[src/rtl/sr_drive_ctrl.sv]
// sr_drive_ctrl: synchronises and debounces raw set/clear requests and turns
// them into clean, mutually exclusive s/r pulses for a gated-NAND SR latch.
// Latency: a raw request first sampled at edge 0 drives s/r high after edge
// 2+DEBOUNCE+1. There is no backpressure. Requests that arrive while a pulse
// or gap is active wait in one pending bit per channel and are never dropped.
// Ports: clk/rst_n (async active-low); set_in/clr_in raw requests; q_fb latch
//   q feedback; s/r latch drives; busy; q_exp expected latch state;
//   conflict (1-cycle pulse); mismatch (sticky feedback error).
module sr_drive_ctrl #(
   parameter int DEBOUNCE = 4,
   parameter int PULSE_W  = 2,
   parameter int GAP_W    = 1
) (
   input  logic clk,
   input  logic rst_n,
   input  logic set_in,
   input  logic clr_in,
   input  logic q_fb,
   output logic s,
   output logic r,
   output logic busy,
   output logic q_exp,
   output logic conflict,
   output logic mismatch
);

   localparam int              CW       = $clog2(DEBOUNCE + 1);
   localparam logic [CW-1:0]   CNT_MAX  = CW'(DEBOUNCE);
   localparam logic [3:0]      PW_LAST  = 4'(PULSE_W - 1);
   localparam logic [3:0]      GAP_LAST = 4'(GAP_W - 1);

   typedef enum logic [1:0] {IDLE, DRIVE_S, DRIVE_R, GAP} state_t;

   logic [1:0]    set_sync, clr_sync;
   logic [CW-1:0] cnt_s, cnt_r;
   logic          lvl_s_d, lvl_r_d;
   logic          lvl_s, lvl_r, ev_s, ev_r;
   logic          pend_s, pend_r;
   state_t        state, state_nxt;
   logic [3:0]    tmr, tmr_nxt;
   logic          launch_s, launch_r, chk;

   // Two-flop synchronisers ahead of all other logic.
   always_ff @(posedge clk or negedge rst_n) begin
      if (!rst_n) begin
         set_sync <= 2'b00;
         clr_sync <= 2'b00;
      end else begin
         set_sync <= {set_sync[0], set_in};
         clr_sync <= {clr_sync[0], clr_in};
      end
   end

   // Debounce counters saturate at DEBOUNCE; any low sample restarts them.
   always_ff @(posedge clk or negedge rst_n) begin
      if (!rst_n) begin
         cnt_s   <= '0;
         cnt_r   <= '0;
         lvl_s_d <= 1'b0;
         lvl_r_d <= 1'b0;
      end else begin
         if (!set_sync[1])         cnt_s <= '0;
         else if (cnt_s != CNT_MAX) cnt_s <= cnt_s + CW'(1);
         if (!clr_sync[1])         cnt_r <= '0;
         else if (cnt_r != CNT_MAX) cnt_r <= cnt_r + CW'(1);
         lvl_s_d <= lvl_s;
         lvl_r_d <= lvl_r;
      end
   end

   assign lvl_s = (cnt_s == CNT_MAX);
   assign lvl_r = (cnt_r == CNT_MAX);
   assign ev_s  = lvl_s & ~lvl_s_d;
   assign ev_r  = lvl_r & ~lvl_r_d;

   // Command sequencer. tmr counts cycles spent in the current DRIVE/GAP state.
   always_comb begin
      state_nxt = state;
      tmr_nxt   = tmr;
      launch_s  = 1'b0;
      launch_r  = 1'b0;
      chk       = 1'b0;
      case (state)
         IDLE: begin
            // Clear wins over set when both are waiting.
            if (pend_r) begin
               state_nxt = DRIVE_R;
               launch_r  = 1'b1;
               tmr_nxt   = 4'd0;
            end else if (pend_s) begin
               state_nxt = DRIVE_S;
               launch_s  = 1'b1;
               tmr_nxt   = 4'd0;
            end
         end
         DRIVE_S, DRIVE_R: begin
            if (tmr == PW_LAST) begin
               state_nxt = GAP;
               tmr_nxt   = 4'd0;
            end else begin
               tmr_nxt = tmr + 4'd1;
            end
         end
         GAP: begin
            if (tmr == GAP_LAST) begin
               state_nxt = IDLE;
               tmr_nxt   = 4'd0;
               chk       = 1'b1;
            end else begin
               tmr_nxt = tmr + 4'd1;
            end
         end
         default: state_nxt = IDLE;
      endcase
   end

   always_ff @(posedge clk or negedge rst_n) begin
      if (!rst_n) begin
         state    <= IDLE;
         tmr      <= 4'd0;
         pend_s   <= 1'b0;
         pend_r   <= 1'b0;
         s        <= 1'b0;
         r        <= 1'b0;
         busy     <= 1'b0;
         q_exp    <= 1'b0;
         conflict <= 1'b0;
         mismatch <= 1'b0;
      end else begin
         state    <= state_nxt;
         tmr      <= tmr_nxt;
         // Launch clears first so an event in the launch cycle re-queues.
         pend_s   <= (pend_s & ~launch_s) | (ev_s & ~ev_r);
         pend_r   <= (pend_r & ~launch_r) | ev_r;
         // Outputs are registered from the next state so s/r never glitch.
         s        <= (state_nxt == DRIVE_S);
         r        <= (state_nxt == DRIVE_R);
         busy     <= (state_nxt != IDLE);
         conflict <= ev_s & ev_r;
         if (launch_s) q_exp <= 1'b1;
         if (launch_r) q_exp <= 1'b0;
         if (chk && (q_fb != q_exp)) mismatch <= 1'b1;
      end
   end

endmodule

[config.mk]
export PLATFORM = sky130hd
export DESIGN_NAME = sr_drive_ctrl
export DESIGN_NICKNAME = d
export VERILOG_FILES = /design/src/rtl/sr_drive_ctrl.sv
export SDC_FILE = /design/constraint.sdc
export NUM_CORES = 1
export LEC_CHECK = 0
export CORE_MARGIN = 1.5
export CORE_UTILIZATION = 45
export CTS_BUF_LIST = sky130_fd_sc_hd__clkbuf_8 sky130_fd_sc_hd__clkbuf_16
export DETAILED_ROUTE_END_ITERATION = 6
export GPL_TIMING_DRIVEN = 0
export PLACE_DENSITY = 0.67
export SLEW_MARGIN = 0
export SYNTH_ARGS = -nofsm -noshare
export SYNTH_HDL_FRONTEND = slang
export SYNTH_SLANG_ARGS = --single-unit
[constraint.sdc]
create_clock -name clk -period 4.9 [get_ports clk]
set_clock_uncertainty 0.05 [all_clocks]
set_input_delay 0.49 -clock clk [delete_from_list [all_inputs] [get_ports clk]]
set_output_delay 0.49 -clock clk [all_outputs]
set_load 0.02 [all_outputs]
==> results.py <==
metrics = {
    "global_route": {
        "grt_usage_pct": 15.7,
        "antenna_found_initial": 0,
        "grt_pass1_wl_mm": 3.43,
        "gr-total-overflow": 0,
        "grt_max_degree": 27,
        "first_global_vias": 751,
    },
    "worst_setup_path": {
        "arrival_ns": 1.98,
        "criticalPathCategory": "reg2reg",
        "r2r_start": "state[0]$_DFF_PN0_",
        "cp_max_fo": 6,
        "cp-start-kind": "flip-flop",
        "endpoint_kind": "flip-flop",
        "critPathLaunch": "state[0]$_DFF_PN0_",
        "required_ns": 4.95,
    },
    "detailed_routing": {
        "drc": 0,
        "wl_mm": 2.04,
        "vias": 845,
        "via_per_inst": 5.45,
        "dr.pass1.iters": 4,
        "antenna_left": 0,
        "first_iter_violations": 13,
        "wire_per_inst_microns": 13.1,
    },
    "sta": {
        "slew_headroom_pct": 25.4,
        "tns_ns": 0,
        "fin_crit_sh_pct": 39.3,
        "worst_pin_slew_ns": 1.11,
        "setup_viol": 0,
        "rsz0062_at_grt": "no",
        "slew_violations": 0,
        "layout_min_cycle_time_ns": 1.93,
        "hold_violations": 0,
        "max_freq_ghz": 0.519,
    },
    "hold_path": {
        "hold_path.startpoint": "clr_sync[0]$_DFF_PN0_",
        "hp-class": "reg2reg",
    },
    "job": {
        "drv_cap": 0,
    },
    "clocking": {
        "htree_levels": 1,
        "cts_tree": "done",
        "cts_resized": 0,
        "numCtsBuffers": 3,
        "postCtsSetupBuffers": 0,
        "cts.reportedPaths.clkPinSlew_ns": 0.09,
        "clock-sinks": 26,
        "cts_root_buf": "clkbuf_8",
        "clk_latency_ns": 0.26,
        "cts_buffer_depth": 2,
        "hold_buffers": 0,
    },
    "power": {
        "p_leak_nw": 0.681,
        "vdd.ir_drop.worst_mv": 0.245,
        "power_density_nw_per_um2": 479,
    },
    "synth": {
        "synth_area_sq_um": 1220,
        "synth_nets": 125,
        "synth_flop_cell": "dfrtp_1",
        "syn_inst": 111,
        "yosysWarnings": 0,
        "syn_avg_cell_area_sq_um": 11.0,
        "async_reset_ff_share_pct": 100,
        "ys_types": 36,
        "ys_seq_area_share_pct": 53.2,
        "ys_ff_latch": 26,
        "synth_edf_count": 0,
    },
    "status": {
        "status": "complete, no violations",
    },
    "layout": {
        "final_cells": 155,
        "final_nets": 140,
        "diodes": 0,
        "num-fill-cells": 220,
        "final_cell_mix": "dfrtp_1, inv_1, clkdlybuf4s50_1",
        "drive_gt1_share_pct": 8.80,
        "regArea_sq_um": 651,
        "final_common_cell": "dfrtp_1",
        "area_growth_pct": 17.1,
        "multiInputGateArea_sq_um": 515,
    },
    "floorplan": {
        "num_rows": 18,
        "ios": 11,
        "core_area_sq_um": 2520,
        "die_x_microns": 55.1,
        "die_h_microns": 55.1,
        "floorplan.initialDensity_pct": 48.5,
        "dieArea_sq_um": 3040,
    },
    "placement": {
        "hpwlAfterDp_mm": 1.45,
        "numPortBuffers": 10,
        "dp.cells": 151,
        "place_congestion": 0.828,
    },
}
-- cell usage after synthesis (2+ instances only) --
| cell type | instances | area share, % |
|---|---|---|
| a21boi_0 | 2 | 1.2 |
| a21oi_1 | 2 | 0.82 |
| a31oi_1 | 4 | 2.0 |
| and2_1 | 2 | 1.0 |
| dfrtp_1 | 26 | 53 |
| ha_1 | 9 | 9.2 |
| inv_1 | 15 | 4.6 |
| nand2_1 | 8 | 2.5 |
| nand2b_1 | 2 | 1.0 |
| nand3_1 | 5 | 2.0 |
| nor2_1 | 5 | 1.5 |
| o21ai_0 | 4 | 1.6 |
| o31ai_1 | 3 | 1.8 |
| xnor2_1 | 2 | 1.4 |
-- layer usage --
metal / vias up / wire length (microns) / track usage (%)
li1: 419 / - / -
met2: 11 / 989 / 25.2
met5: - / 0 / 0
met3: 0 / 63 / 3.76
met4: 0 / 0 / 2.44
met1: 415 / 984 / 22.1
-- cell type report --
cell class	instances	share of cell area (%)
inverters	15	3.93
flip-flops and latches	26	45.5
repair buffers	10	6.99
clock buffers	3	2.88
multi-input cells	70	36.0
clock inverters	1	2.10
well taps	30	2.62
-- final timing paths --
| kind | to | slack (ns) | cells after the start |
|---|---|---|---|
| worst max-delay path | state[1]$_DFF_PN0_ | 2.97 | 5 |
| worst min-delay path | clr_sync[1]$_DFF_PN0_ | 0.31 | 0 |
| worst max register to register | state[1]$_DFF_PN0_ | 2.97 | 5 |
| worst min register to register | clr_sync[1]$_DFF_PN0_ | 0.31 | 0 |
| max in group asynchronous | pend_r$_DFF_PN0_ | 3.37 | 1 |
| min in group asynchronous | tmr[0]$_DFFE_PN0P_ | 0.77 | 1 |
-- cells by family after synthesis --
group                    after synthesis  share of synthesized area (%)
AO/OA/AOI/OAI                         26                           16.0
buffers and inverters                 15                           4.61
flip-flops                            26                           53.2
adder cells (fa/ha/maj)                9                           9.21
AND/OR/NAND/NOR                       32                           14.8
XOR/XNOR                               3                           2.15
-- worst max-delay path: stages, from the launching register on --
cell      delay (ns)
dfrtp_1         0.43
inv_1           0.09
ha_1            0.38
nor4b_2         0.40
nand2b_2        0.28
o21ai_0         0.14
-- report_power, final --
group | internal [mW] | leakage, nW | switching (mW)
registers | 0.250 | 0.343 | 0.0292
clock network | 0.109 | 0.0357 | 0.0642
logic | 0.105 | 0.302 | 0.128
total | 0.464 | 0.681 | 0.222
-- per-stage QoR --
stage                     total power [mW]  cell area [sq um]  utilization [%]  hold slack (ns)  setup slack [ns]
after floorplan                      0.440               1220                -            0.144              3.23
after global routing                 0.734               1430             56.7            0.321              2.79
final                                0.686               1430             56.7            0.307              2.97
after global placement               0.509               1360             53.9            0.285              2.98
after detailed placement             0.516               1360             53.9            0.290              2.94
after CTS                            0.693               1430             56.7            0.312              2.99
-- state kept, by name (all words and copies together) (netlist names), 2 cells and up --
name,cells
cnt_r,3
tmr,4
set_sync,2
cnt_s,3
state,2
clr_sync,2
No activity file was read; power rests on OpenSTA's default activity.
